[src/rtl/seq_pkg.sv]
// ============================================================================
// Module   : seq_pkg
// Brief    : Shared transport states, the rest code and pattern bus indexing
//            for the step sequencer.
// Revision : 1.0
// ============================================================================
`default_nettype none

package seq_pkg;

    typedef enum logic [1:0] {
        ST_STOPPED = 2'd0,
        ST_RUNNING = 2'd1,
        ST_PAUSED  = 2'd2
    } seq_state_e;

    localparam int NOTE_REST = 0;

    // Bit offset of the note for channel ch, step step in the flat pattern bus.
    function automatic int pat_offset(input int ch, input int step,
                                      input int note_w, input int num_steps);
        return (ch * num_steps + step) * note_w;
    endfunction

endpackage

`default_nettype wire

[src/rtl/seq_step_timer.sv]
// ============================================================================
// Module   : seq_step_timer
// Brief    : Per-step tick counter with step-duration latch and gate window.
//            Optional swing (SEQ_SWING_EN) lengthens even / shortens odd steps.
// Revision : 1.0
// ============================================================================
`default_nettype none

module seq_step_timer
    import seq_pkg::*;
#(
    parameter int TICK_W   = 24,
    parameter int GATE_GAP = 12000
) (
    input  logic              clk,
    input  logic              rst_n,
    input  logic              clear,
    input  logic              load,
    input  logic              advance,
`ifdef SEQ_SWING_EN
    input  logic              load_odd,
    input  logic [TICK_W-2:0] swing_ticks,
`endif
    input  logic [TICK_W-1:0] step_ticks,
    output logic              terminal,
    output logic              tick_zero,
    output logic              gate_win
);

    // One spare bit so an even step of eff_ticks+swing cannot overflow.
    localparam int DW = TICK_W + 1;

    logic [DW-1:0] tick_q, tick_d;
    logic [DW-1:0] dur_q, dur_d;
    logic [DW-1:0] eff_ticks;
    logic [DW-1:0] load_dur;

    assign eff_ticks = (step_ticks < TICK_W'(2)) ? DW'(2) : {1'b0, step_ticks};

`ifdef SEQ_SWING_EN
    logic [DW-1:0] swing_ext;
    logic [DW-1:0] swing_clamped;

    always_comb begin
        swing_ext     = DW'(swing_ticks);
        swing_clamped = (swing_ext > (eff_ticks >> 1)) ? (eff_ticks >> 1) : swing_ext;
        load_dur      = load_odd ? (eff_ticks - swing_clamped) : (eff_ticks + swing_clamped);
    end
`else
    assign load_dur = eff_ticks;
`endif

    always_comb begin
        tick_d = tick_q;
        dur_d  = dur_q;
        if (clear) begin
            tick_d = '0;
            dur_d  = '0;
        end else if (load) begin
            tick_d = '0;
            dur_d  = load_dur;
        end else if (advance) begin
            tick_d = tick_q + DW'(1);
        end
    end

    always_ff @(posedge clk or negedge rst_n) begin
        if (!rst_n) begin
            tick_q <= '0;
            dur_q  <= '0;
        end else begin
            tick_q <= tick_d;
            dur_q  <= dur_d;
        end
    end

    assign terminal  = (tick_q == dur_q - DW'(1));
    assign tick_zero = (tick_q == '0);
    // Window is judged on the tick about to be displayed; short steps keep tick 0.
    assign gate_win  = (tick_d == '0) ||
                       (({1'b0, tick_d} + (DW+1)'(GATE_GAP)) < {1'b0, dur_d});

endmodule

`default_nettype wire

[src/rtl/seq_engine.sv]
// ============================================================================
// Module   : seq_engine
// Brief    : Multi-channel step sequencer with run/pause/stop transport and
//            registered note/gate outputs. Optional swing via SEQ_SWING_EN.
// Revision : 1.0
// ============================================================================
`default_nettype none

module seq_engine
    import seq_pkg::*;
#(
    parameter int NUM_CH    = 2,
    parameter int NUM_STEPS = 16,
    parameter int NOTE_W    = 4,
    parameter int TICK_W    = 24,
    parameter int GATE_GAP  = 12000
) (
    input  logic                              clk,
    input  logic                              rst_n,
    input  logic                              start,
    input  logic                              pause,
    input  logic                              stop,
    input  logic [TICK_W-1:0]                 step_ticks,
`ifdef SEQ_SWING_EN
    input  logic [TICK_W-2:0]                 swing_ticks,
`endif
    input  logic [NUM_CH*NUM_STEPS*NOTE_W-1:0] pattern,
    output logic [$clog2(NUM_STEPS)-1:0]      step_idx,
    output logic                              step_strobe,
    output logic                              bar_strobe,
    output logic [NUM_CH*NOTE_W-1:0]          note,
    output logic [NUM_CH-1:0]                 gate,
    output logic                              running
);

    localparam int SW = $clog2(NUM_STEPS);

    seq_state_e    state_q, state_d;
    logic [SW-1:0] step_q, step_d, step_next;
    logic          step_strobe_q, step_strobe_d;
    logic          bar_strobe_q, bar_strobe_d;
    logic          running_q, running_d;

    logic t_clear, t_load, t_advance;
    logic t_terminal, t_tick_zero, t_gate_win;
    logic note_load, note_clear, gate_en;

    seq_step_timer #(
        .TICK_W   (TICK_W),
        .GATE_GAP (GATE_GAP)
    ) u_timer (
        .clk         (clk),
        .rst_n       (rst_n),
        .clear       (t_clear),
        .load        (t_load),
        .advance     (t_advance),
`ifdef SEQ_SWING_EN
        .load_odd    (step_d[0]),
        .swing_ticks (swing_ticks),
`endif
        .step_ticks  (step_ticks),
        .terminal    (t_terminal),
        .tick_zero   (t_tick_zero),
        .gate_win    (t_gate_win)
    );

    assign step_next = (step_q == SW'(NUM_STEPS - 1)) ? '0 : step_q + SW'(1);

    always_comb begin
        state_d       = state_q;
        step_d        = step_q;
        step_strobe_d = 1'b0;
        bar_strobe_d  = 1'b0;
        t_clear       = 1'b0;
        t_load        = 1'b0;
        t_advance     = 1'b0;
        note_load     = 1'b0;
        note_clear    = 1'b0;
        gate_en       = 1'b0;
        case (state_q)
            ST_STOPPED: begin
                if (start && !stop) begin
                    state_d       = ST_RUNNING;
                    step_d        = '0;
                    t_load        = 1'b1;
                    note_load     = 1'b1;
                    gate_en       = 1'b1;
                    step_strobe_d = 1'b1;
                    bar_strobe_d  = 1'b1;
                end
            end
            ST_RUNNING: begin
                if (stop) begin
                    state_d    = ST_STOPPED;
                    step_d     = '0;
                    t_clear    = 1'b1;
                    note_clear = 1'b1;
                end else if (pause) begin
                    state_d = ST_PAUSED;
                end else if (t_terminal) begin
                    step_d        = step_next;
                    t_load        = 1'b1;
                    note_load     = 1'b1;
                    gate_en       = 1'b1;
                    step_strobe_d = 1'b1;
                    bar_strobe_d  = (step_next == '0);
                end else begin
                    t_advance = 1'b1;
                    gate_en   = 1'b1;
                end
            end
            ST_PAUSED: begin
                if (stop) begin
                    state_d    = ST_STOPPED;
                    step_d     = '0;
                    t_clear    = 1'b1;
                    note_clear = 1'b1;
                end else if (start) begin
                    // Resume re-enters the held tick; it is only a step start if that tick is 0.
                    state_d       = ST_RUNNING;
                    gate_en       = 1'b1;
                    step_strobe_d = t_tick_zero;
                    bar_strobe_d  = t_tick_zero && (step_q == '0);
                end
            end
            default: begin
                state_d    = ST_STOPPED;
                step_d     = '0;
                t_clear    = 1'b1;
                note_clear = 1'b1;
            end
        endcase
        running_d = (state_d == ST_RUNNING);
    end

    always_ff @(posedge clk or negedge rst_n) begin
        if (!rst_n) begin
            state_q       <= ST_STOPPED;
            step_q        <= '0;
            step_strobe_q <= 1'b0;
            bar_strobe_q  <= 1'b0;
            running_q     <= 1'b0;
        end else begin
            state_q       <= state_d;
            step_q        <= step_d;
            step_strobe_q <= step_strobe_d;
            bar_strobe_q  <= bar_strobe_d;
            running_q     <= running_d;
        end
    end

    for (genvar c = 0; c < NUM_CH; c++) begin : g_ch
        logic [NOTE_W-1:0] pat_step [NUM_STEPS];
        logic [NOTE_W-1:0] note_d, note_q;
        logic              gate_d, gate_q;

        for (genvar s = 0; s < NUM_STEPS; s++) begin : g_step
            assign pat_step[s] = pattern[pat_offset(c, s, NOTE_W, NUM_STEPS) +: NOTE_W];
        end

        always_comb begin
            note_d = note_q;
            if (note_clear) begin
                note_d = '0;
            end else if (note_load) begin
                note_d = pat_step[step_d];
            end
            gate_d = gate_en && (note_d != NOTE_W'(NOTE_REST)) && t_gate_win;
        end

        always_ff @(posedge clk or negedge rst_n) begin
            if (!rst_n) begin
                note_q <= '0;
                gate_q <= 1'b0;
            end else begin
                note_q <= note_d;
                gate_q <= gate_d;
            end
        end

        assign note[c*NOTE_W +: NOTE_W] = note_q;
        assign gate[c]                  = gate_q;
    end

    assign step_idx    = step_q;
    assign step_strobe = step_strobe_q;
    assign bar_strobe  = bar_strobe_q;
    assign running     = running_q;

endmodule

`default_nettype wire

[config.mk]
export PLATFORM = sky130hd
export DESIGN_NAME = seq_engine
export DESIGN_NICKNAME = d
export VERILOG_FILES = /design/src/rtl/seq_pkg.sv /design/src/rtl/seq_step_timer.sv /design/src/rtl/seq_engine.sv
export SDC_FILE = /design/constraint.sdc
export NUM_CORES = 1
export LEC_CHECK = 0
export BUFFER_PORTS_ARGS = -buffer_cell sky130_fd_sc_hd__buf_2
export CORE_ASPECT_RATIO = 1.4
export CORE_MARGIN = 5
export CORE_UTILIZATION = 60
export CTS_CLUSTER_DIAMETER = 60
export CTS_CLUSTER_SIZE = 20
export DETAILED_ROUTE_END_ITERATION = 6
export PLACE_DENSITY = 0.89
export REMOVE_ABC_BUFFERS = 1
export SYNTH_ARGS = -nofsm -noshare
export SYNTH_HDL_FRONTEND = slang
export SYNTH_SLANG_ARGS = --single-unit
[constraint.sdc]
create_clock -name clk -period 17.9 [get_ports clk]
set_input_delay 0.895 -clock clk [delete_from_list [all_inputs] [get_ports clk]]
set_output_delay 0.895 -clock clk [all_outputs]
set_load 0.02 [all_outputs]
==> metrics.txt, run 1 <==
# TYPE chip_impl_metric gauge
chip_impl_metric{name="via_count_of_the_first_global_routing_pass",unit=""} 7843
chip_impl_metric{name="postCtsHoldBufs",unit=""} 0
chip_impl_metric{name="via_count",unit=""} 7844
chip_impl_metric{name="p_comb_share",unit="%"} 57.6
chip_impl_metric{name="dp_hpwl",unit="um"} 19800
chip_impl_metric{name="tightestPinTransition",unit="ps"} 1070
chip_impl_metric{name="final-instance-count-excl-fill",unit=""} 1198
chip_impl_metric{name="synth_enable_flop_cells",unit=""} 0
chip_impl_metric{name="grt-ovfl-total",unit=""} 0
chip_impl_info{name="synth_top_family_by_area",value="simple AND/OR/NAND/NOR gates"} 1
chip_impl_metric{name="die_width",unit="um"} 103
chip_impl_metric{name="grt_antenna_before_repair",unit=""} 0
chip_impl_metric{name="num_clock_sinks",unit=""} 69
chip_impl_metric{name="gp_routability_congestion",unit=""} 1.05
chip_impl_metric{name="post-route-drc-count",unit=""} 0
chip_impl_metric{name="synthMuxAreaShare",unit="%"} 11.6
chip_impl_metric{name="setup_tns",unit="ps"} 0
chip_impl_metric{name="wire_per_inst",unit="um"} 21.0
chip_impl_metric{name="avgViaCountPerCell",unit=""} 6.55
chip_impl_metric{name="timing.final.crit_period",unit="ps"} 7160
chip_impl_metric{name="io_pins",unit=""} 174
chip_impl_metric{name="cts_buffers",unit=""} 9
chip_impl_info{name="worst_hold_path_type",value="flop to flop"} 1
chip_impl_info{name="cp-endpoint",value="g_ch[0].gate_q$_DFF_PN0_"} 1
chip_impl_metric{name="grt_start_max_net_pins",unit=""} 70
chip_impl_metric{name="stdcell_area",unit="mm2"} 0.00852
chip_impl_metric{name="slew_viol_final",unit=""} 0
chip_impl_metric{name="core_area",unit="mm2"} 0.0119
chip_impl_metric{name="hold_viol_final",unit=""} 0
chip_impl_metric{name="fmax",unit="MHz"} 140
chip_impl_metric{name="post-place-cells",unit=""} 1182
chip_impl_metric{name="detailed_place.area",unit="mm2"} 0.00818
chip_impl_info{name="worstSetupEndpointType",value="flop"} 1
chip_impl_metric{name="clock_insertion_delay_worst_skew",unit="ps"} 340
chip_impl_metric{name="path_depth",unit=""} 29
chip_impl_metric{name="post_cts.repair.setup_buffers",unit=""} 0
chip_impl_info{name="worst_setup_path_start_kind",value="flop"} 1
chip_impl_metric{name="resize_count_post_cts",unit=""} 0
chip_impl_metric{name="port_buffers",unit=""} 173
chip_impl_metric{name="register_area_share_after_synthesis",unit="%"} 23.6
chip_impl_metric{name="ys_types",unit=""} 87
chip_impl_metric{name="power.switching_fraction",unit="%"} 45.9
chip_impl_info{name="run_status",value="finished, final reports clean"} 1
chip_impl_info{name="cts_root_buf",value="clkbuf_16"} 1
chip_impl_metric{name="design_power_total",unit="mW"} 1.05
chip_impl_metric{name="fin_crit_sh",unit="%"} 40.0
chip_impl_metric{name="cap_viol_max_count",unit=""} 0
chip_impl_metric{name="detailedRoute.firstPassIterationCount",unit=""} 6
chip_impl_metric{name="synth_xor_xnor_area_share",unit="%"} 7.90
chip_impl_metric{name="fin_worst_skew",unit="ps"} 9.73
chip_impl_metric{name="n_antenna_cell",unit=""} 0
chip_impl_metric{name="grt_usage",unit="%"} 34.7
chip_impl_metric{name="postSynthAreaPerCell",unit="um2"} 8.07
chip_impl_metric{name="worst_ep_arrival_time",unit="ps"} 7440
chip_impl_metric{name="netlist_instances",unit=""} 907
chip_impl_info{name="crit_start",value="u_timer.dur_q[4]$_DFF_PN0_"} 1
chip_impl_metric{name="post_synthesis_instance_area",unit="mm2"} 0.00732
chip_impl_metric{name="die_height",unit="um"} 141
chip_impl_metric{name="floorplan.initialDensity",unit="%"} 61.6
chip_impl_info{name="critical_path.slowest_cell",value="nor3_1"} 1
chip_impl_info{name="ranking_of_synthesized_cells_by_area",value="dfrtp_1 24%, mux2i_1 11%, ha_1 6.0%"} 1
chip_impl_metric{name="number_of_violations_reported_at_the_end_of_detailed_routing_iteration_0",unit=""} 755
chip_impl_metric{name="std_cell_rows",unit=""} 47
chip_impl_metric{name="ys_warn_count",unit=""} 0
chip_impl_metric{name="synth_top_cell_area_share",unit="%"} 23.6
chip_impl_metric{name="area_delta_synth_final",unit="%"} 16.4
chip_impl_metric{name="synth-simple-area-share",unit="%"} 26.8
chip_impl_metric{name="clkTransAtPathRegs",unit="ps"} 60
chip_impl_metric{name="detail_route.wirelength",unit="um"} 25100
chip_impl_info{name="mostFrequentLayoutCell",value="buf_2"} 1
chip_impl_info{name="synthFlopType",value="dfrtp_1"} 1
chip_impl_metric{name="power.share.sequential",unit="%"} 22.9
chip_impl_metric{name="synthArstFlopShare",unit="%"} 100
chip_impl_metric{name="p_clk_share",unit="%"} 19.6
chip_impl_metric{name="power.ir.vdd_worst",unit="mV"} 0.0654
chip_impl_metric{name="setup_failing_eps_final",unit=""} 0
chip_impl_metric{name="critical_path_buffers_and_inverters",unit=""} 1
chip_impl_info{name="timing_worst_setup_path_type",value="flop to flop"} 1
chip_impl_metric{name="max_slew_margin",unit="%"} 28.2
chip_impl_metric{name="floorplan.die_area",unit="mm2"} 0.0145
chip_impl_metric{name="drive_gt1_share",unit="%"} 23.4
chip_impl_metric{name="p_per_area",unit="mW/mm2"} 123
chip_impl_metric{name="grt_first_pass_wirelength",unit="um"} 39200
chip_impl_metric{name="rrSetupSlack",unit="ps"} 10740
chip_impl_metric{name="cp_slowest_stage_delay",unit="ps"} 950
chip_impl_metric{name="internal_power",unit="mW"} 0.568
chip_impl_metric{name="netSwitchingPower",unit="mW"} 0.483
chip_impl_metric{name="total_leakage_power",unit="nW"} 4.02
chip_impl_metric{name="htree_num_levels",unit=""} 3
chip_impl_metric{name="yosys_register_bits",unit=""} 69
chip_impl_metric{name="share_of_synthesized_cell_area_in_full_adder_half_adder_and_majority_cells",unit="%"} 5.98
chip_impl_info{name="netlist.top_cell.by_area",value="dfrtp_1"} 1
chip_impl_metric{name="ctsLongestPathBuffers",unit=""} 2
chip_impl_metric{name="r2r_cells",unit=""} 29
chip_impl_info{name="cell_class_contributing_the_biggest_share_of_worst_path_delay",value="simple AND/OR/NAND/NOR gates"} 1
chip_impl_info{name="crit_path_frequent_cell",value="a21o_1"} 1
chip_impl_metric{name="final_nets",unit=""} 1238
chip_impl_metric{name="largest_fanout_on_the_critical_path",unit=""} 11
chip_impl_info{name="worstReg2RegEnd",value="g_ch[0].gate_q$_DFF_PN0_"} 1
chip_impl_info{name="layout_common_cells",value="173 x buf_2, 83 x nand2_1, 79 x mux2i_1"} 1
chip_impl_info{name="clock_tree_from_tritoncts",value="built"} 1
chip_impl_metric{name="worst_ep_required_time",unit="ps"} 18180
chip_impl_info{name="rsz0062_at_grt",value="false"} 1
chip_impl_metric{name="synth_compound_area_share",unit="%"} 17.7
chip_impl_info{name="worstReg2RegStart",value="u_timer.dur_q[4]$_DFF_PN0_"} 1
chip_impl_metric{name="final_antenna_net_count",unit=""} 0
==> state kept, by name, indices dropped and copies added (netlist names) <==
register        cells
u_timer.dur_q      25
u_timer.tick_q     25
g_ch.note_q         8
step_idx            4
g_ch.gate_q         2
state_q             2
bar_strobe          1
running             1
step_strobe         1
==> area by class of cell <==
class                   instances  area (um2)
repair buffers                181         926
multi-input cells             731        5130
well taps                     147         184
clock inverters                 6         111
fillers                       939        3360
inverters                      54         205
clock buffers                  10         229
flip-flops and latches         69        1730
==> worst min-delay path by stage <==
| stage | startpoint | to | slack (ps) | depth (start not counted) |
|---|---|---|---|---|
| floorplan | u_timer.dur_q[24]$_DFF_PN0_ | u_timer.dur_q[24]$_DFF_PN0_ | 480 | 2 |
| global placement | u_timer.dur_q[24]$_DFF_PN0_ | u_timer.dur_q[24]$_DFF_PN0_ | 490 | 2 |
| detailed placement | u_timer.dur_q[24]$_DFF_PN0_ | u_timer.dur_q[24]$_DFF_PN0_ | 510 | 2 |
| CTS | u_timer.dur_q[24]$_DFF_PN0_ | u_timer.dur_q[24]$_DFF_PN0_ | 520 | 2 |
| global route | u_timer.dur_q[24]$_DFF_PN0_ | u_timer.dur_q[24]$_DFF_PN0_ | 560 | 2 |
| finish | u_timer.dur_q[24]$_DFF_PN0_ | u_timer.dur_q[24]$_DFF_PN0_ | 520 | 2 |
==> worst min-delay path: stages, from the launching register on <==
cell	delay [ps]
dfrtp_1	360
nand2_1	80
inv_1	50
==> Yosys cell counts, types with 4 or more instances <==
cell type	count
a221oi_1	4
and3_1	10
and2_1	12
xor2_1	16
mux2i_1	79
a21oi_1	29
nor2b_1	15
o31a_1	5
a221o_1	4
nand3b_1	4
buf_2	12
inv_1	51
o2111ai_1	4
a22oi_1	11
o31ai_1	10
a31oi_1	8
ha_1	35
nand2_1	83
xnor2_1	50
a211o_1	4
a21o_1	11
o21ai_1	5
o21ai_0	27
clkbuf_1	30
o41a_1	4
nor4_1	23
nand4_1	24
a32oi_1	4
or3_1	14
nor3_1	26
or2_2	27
dfrtp_1	69
o211ai_1	11
nand2b_1	10
buf_4	5
nor2_1	65
nand3_1	32
==> metrics by stage <==
stage / setup slack [ps] / hold slack, ps / util, %
4_1_cts: 10870 / 523 / 71.7
6_report: 10740 / 518 / 71.7
5_1_grt: 10110 / 561 / 71.7
3_3_place_gp: 11180 / 495 / 68.8
3_5_place_dp: 10930 / 509 / 68.8
2_1_floorplan: 10560 / 479 / -
==> metal layers <==
metal | global-route usage, % | routed length [um] | vias to the layer above | share of wire (%)
met4 | 23.7 | 1910 | 0 | 7.6
met1 | 37.6 | 8460 | 3623 | 34
met3 | 6.97 | 2290 | 135 | 9.1
met2 | 59.1 | 12500 | 516 | 50
met5 | 0 | 0 | - | 0
li1 | - | - | 3570 | -
==> logic make-up (layout without fill, tap and decap cells) <==
logic type / count (synthesis) / after routing
fa+ha+maj: 35 / 35
flops: 69 / 69
buf+inv: 107 / 251
mux: 84 / 84
compound gates: 175 / 175
simple gates: 371 / 371
xor+xnor: 66 / 66
==> power by group through the flow <==
stage | Sequential, mW | Clock [mW] | Combinational (mW)
floorplan | 0.241 | 0 | 0.410
global placement | 0.237 | 0 | 0.573
detailed placement | 0.240 | 0 | 0.588
CTS | 0.239 | 0.206 | 0.595
global route | 0.245 | 0.213 | 0.658
finish | 0.240 | 0.206 | 0.605
Note: power is estimated with default switching activity, not from simulation.
==> run 2, diff against run 1 <==
--- a/config.mk
+++ b/config.mk
@@ -8,11 +8,11 @@
 export BUFFER_PORTS_ARGS = -buffer_cell sky130_fd_sc_hd__buf_2
 export CORE_ASPECT_RATIO = 1.4
 export CORE_MARGIN = 5
-export CORE_UTILIZATION = 60
+export CORE_UTILIZATION = 56
 export CTS_CLUSTER_DIAMETER = 60
 export CTS_CLUSTER_SIZE = 20
 export DETAILED_ROUTE_END_ITERATION = 6
-export PLACE_DENSITY = 0.89
+export PLACE_DENSITY = 0.84
 export REMOVE_ABC_BUFFERS = 1
 export SYNTH_ARGS = -nofsm -noshare
 export SYNTH_HDL_FRONTEND = slang
==> constraint.sdc (replaced) <==
create_clock -name clk -period 7.5 [get_ports clk]
set_input_delay 0.375 -clock clk [delete_from_list [all_inputs] [get_ports clk]]
set_output_delay 0.375 -clock clk [all_outputs]
set_load 0.02 [all_outputs]
==> metrics.txt, run 2 (synthesized netlist as in run 1, its figures left out) <==
# TYPE chip_impl_metric gauge
chip_impl_metric{name="setup_failing_eps_final",unit=""} 0
chip_impl_metric{name="grt_first_pass_wirelength",unit="um"} 39700
chip_impl_metric{name="fmax",unit="MHz"} 148
chip_impl_info{name="mostFrequentLayoutCell",value="buf_2"} 1
chip_impl_metric{name="largest_fanout_on_the_critical_path",unit=""} 19
chip_impl_metric{name="n_antenna_cell",unit=""} 0
chip_impl_metric{name="floorplan.die_area",unit="mm2"} 0.0155
chip_impl_metric{name="wire_per_inst",unit="um"} 20.7
chip_impl_metric{name="final_antenna_net_count",unit=""} 0
chip_impl_info{name="worst_setup_path_start_kind",value="flop"} 1
chip_impl_metric{name="drive_gt1_share",unit="%"} 23.5
chip_impl_metric{name="final-instance-count-excl-fill",unit=""} 1204
chip_impl_metric{name="stdcell_area",unit="mm2"} 0.00853
chip_impl_metric{name="cap_viol_max_count",unit=""} 0
chip_impl_metric{name="avgViaCountPerCell",unit=""} 6.39
chip_impl_metric{name="p_per_area",unit="mW/mm2"} 292
chip_impl_metric{name="number_of_violations_reported_at_the_end_of_detailed_routing_iteration_0",unit=""} 709
chip_impl_metric{name="cts_buffers",unit=""} 9
chip_impl_metric{name="setup_tns",unit="ps"} 0
chip_impl_metric{name="critical_path_buffers_and_inverters",unit=""} 1
chip_impl_info{name="worst_hold_path_type",value="primary input to asynchronous set/reset pin"} 1
chip_impl_metric{name="worst_ep_required_time",unit="ps"} 7780
chip_impl_metric{name="grt_start_max_net_pins",unit=""} 70
chip_impl_info{name="crit_path_frequent_cell",value="a21o_1"} 1
chip_impl_metric{name="resize_count_post_cts",unit=""} 0
chip_impl_info{name="timing_worst_setup_path_type",value="flop to flop"} 1
chip_impl_metric{name="power.ir.vdd_worst",unit="mV"} 0.132
chip_impl_metric{name="clkTransAtPathRegs",unit="ps"} 60
chip_impl_metric{name="r2r_cells",unit=""} 28
chip_impl_metric{name="detailed_place.area",unit="mm2"} 0.00819
chip_impl_metric{name="grt-ovfl-total",unit=""} 0
chip_impl_metric{name="rrSetupSlack",unit="ps"} 760
chip_impl_metric{name="die_width",unit="um"} 107
chip_impl_metric{name="port_buffers",unit=""} 173
chip_impl_info{name="worstReg2RegStart",value="u_timer.dur_q[4]$_DFF_PN0_"} 1
chip_impl_metric{name="std_cell_rows",unit=""} 49
chip_impl_metric{name="cp_slowest_stage_delay",unit="ps"} 670
chip_impl_metric{name="gp_routability_congestion",unit=""} 1.01
chip_impl_info{name="crit_start",value="u_timer.dur_q[4]$_DFF_PN0_"} 1
chip_impl_info{name="worstReg2RegEnd",value="g_ch[1].gate_q$_DFF_PN0_"} 1
chip_impl_metric{name="grt_usage",unit="%"} 32.1
chip_impl_info{name="worstSetupEndpointType",value="flop"} 1
chip_impl_metric{name="area_delta_synth_final",unit="%"} 16.5
chip_impl_metric{name="path_depth",unit=""} 28
chip_impl_info{name="cts_root_buf",value="clkbuf_16"} 1
chip_impl_metric{name="hold_viol_final",unit=""} 0
chip_impl_metric{name="total_leakage_power",unit="nW"} 4.02
chip_impl_info{name="reg_top3",value="u_timer.dur_q: 25 flops, u_timer.tick_q: 25 flops, g_ch.note_q: 8 flops"} 1
chip_impl_info{name="layout_common_cells",value="173 x buf_2, 83 x nand2_1, 79 x mux2i_1"} 1
chip_impl_info{name="cell_class_contributing_the_biggest_share_of_worst_path_delay",value="compound AO/OA/AOI/OAI gates"} 1
chip_impl_metric{name="tightestPinTransition",unit="ps"} 898
chip_impl_metric{name="postCtsHoldBufs",unit=""} 0
chip_impl_metric{name="dp_hpwl",unit="um"} 20100
chip_impl_metric{name="ctsLongestPathBuffers",unit=""} 2
chip_impl_metric{name="detail_route.wirelength",unit="um"} 25000
chip_impl_metric{name="post-place-cells",unit=""} 1189
chip_impl_info{name="rsz0062_at_grt",value="false"} 1
chip_impl_metric{name="via_count",unit=""} 7699
chip_impl_metric{name="timing.final.crit_period",unit="ps"} 6740
chip_impl_metric{name="htree_num_levels",unit=""} 3
chip_impl_info{name="critical_path.slowest_cell",value="or3_1"} 1
chip_impl_metric{name="max_slew_margin",unit="%"} 40.1
chip_impl_metric{name="slew_viol_final",unit=""} 0
chip_impl_metric{name="num_clock_sinks",unit=""} 69
chip_impl_metric{name="detailedRoute.firstPassIterationCount",unit=""} 6
chip_impl_metric{name="via_count_of_the_first_global_routing_pass",unit=""} 7829
chip_impl_metric{name="fin_crit_sh",unit="%"} 89.8
chip_impl_metric{name="io_pins",unit=""} 174
chip_impl_metric{name="post_cts.repair.setup_buffers",unit=""} 0
chip_impl_metric{name="die_height",unit="um"} 145
chip_impl_metric{name="worst_hold_slack",unit="ps"} 229
chip_impl_metric{name="worst_ep_arrival_time",unit="ps"} 7010
chip_impl_metric{name="clock_insertion_delay_worst_skew",unit="ps"} 350
chip_impl_metric{name="grt_antenna_before_repair",unit=""} 0
chip_impl_metric{name="core_area",unit="mm2"} 0.0128
chip_impl_metric{name="floorplan.initialDensity",unit="%"} 57.1
chip_impl_metric{name="post-route-drc-count",unit=""} 0
chip_impl_info{name="run_status",value="finished, final reports clean"} 1
chip_impl_info{name="cp-endpoint",value="g_ch[1].gate_q$_DFF_PN0_"} 1
chip_impl_info{name="clock_tree_from_tritoncts",value="built"} 1
chip_impl_metric{name="final_nets",unit=""} 1239
chip_impl_metric{name="fin_worst_skew",unit="ps"} 8.82
## run 2: stage by stage
step                      power [mW]  setup slack, ps  util, %
after floorplan                 1.55              163        -
after global placement          1.94             1020     63.9
after detailed placement        1.97              907     63.9
after CTS                       2.47              855     66.6
after global routing            2.66              169     66.6
final                           2.49              763     66.6
## run 2: layout make-up
cell class,instances,area (um2)
inverters,54,205
multi-input cells,731,5130
fillers,1088,4290
flip-flops and latches,69,1730
clock buffers,9,225
repair buffers,182,933
well taps,153,191
clock inverters,6,113
## run 2: worst reg2reg max path, delay by kind of cell, from the launching register on
family | cells | cell delay [ps]
AOI/OAI and AO/OA | 19 | 3400
adders and majority gates | 2 | 470
buffers and inverters | 1 | 130
DFF | 1 | 430
and+or+nand+nor | 6 | 2250
## run 2: worst min path at each step
| stage | end | startpoint | slack, ps |
|---|---|---|---|
| CTS | u_timer.tick_q[24]$_DFF_PN0_ | rst_n | 290 |
| finish | g_ch[0].note_q[3]$_DFF_PN0_ | rst_n | 230 |
| global route | step_idx[1]$_DFF_PN0_ | rst_n | 320 |
| floorplan | bar_strobe$_DFF_PN0_ | rst_n | 80 |
| detailed placement | u_timer.dur_q[24]$_DFF_PN0_ | u_timer.dur_q[24]$_DFF_PN0_ | 500 |
| global placement | u_timer.dur_q[24]$_DFF_PN0_ | u_timer.dur_q[24]$_DFF_PN0_ | 500 |
## run 2: metal layers
| layer | global-route usage (%) | part of all wire, % | vias up |
|---|---|---|---|
| li1 | - | - | 3587 |
| met1 | 35.1 | 35 | 3557 |
| met2 | 56.0 | 50 | 443 |
| met3 | 5.82 | 8.2 | 112 |
| met4 | 21.2 | 7.3 | 0 |
| met5 | 0 | 0 | - |
## run 2: power by group
group | switching, mW | internal (mW) | leakage [nW] | total [mW]
sequential | 0.112 | 0.458 | 0.944 | 0.569
clock | 0.171 | 0.323 | 0.165 | 0.495
combinational | 0.853 | 0.575 | 2.91 | 1.43
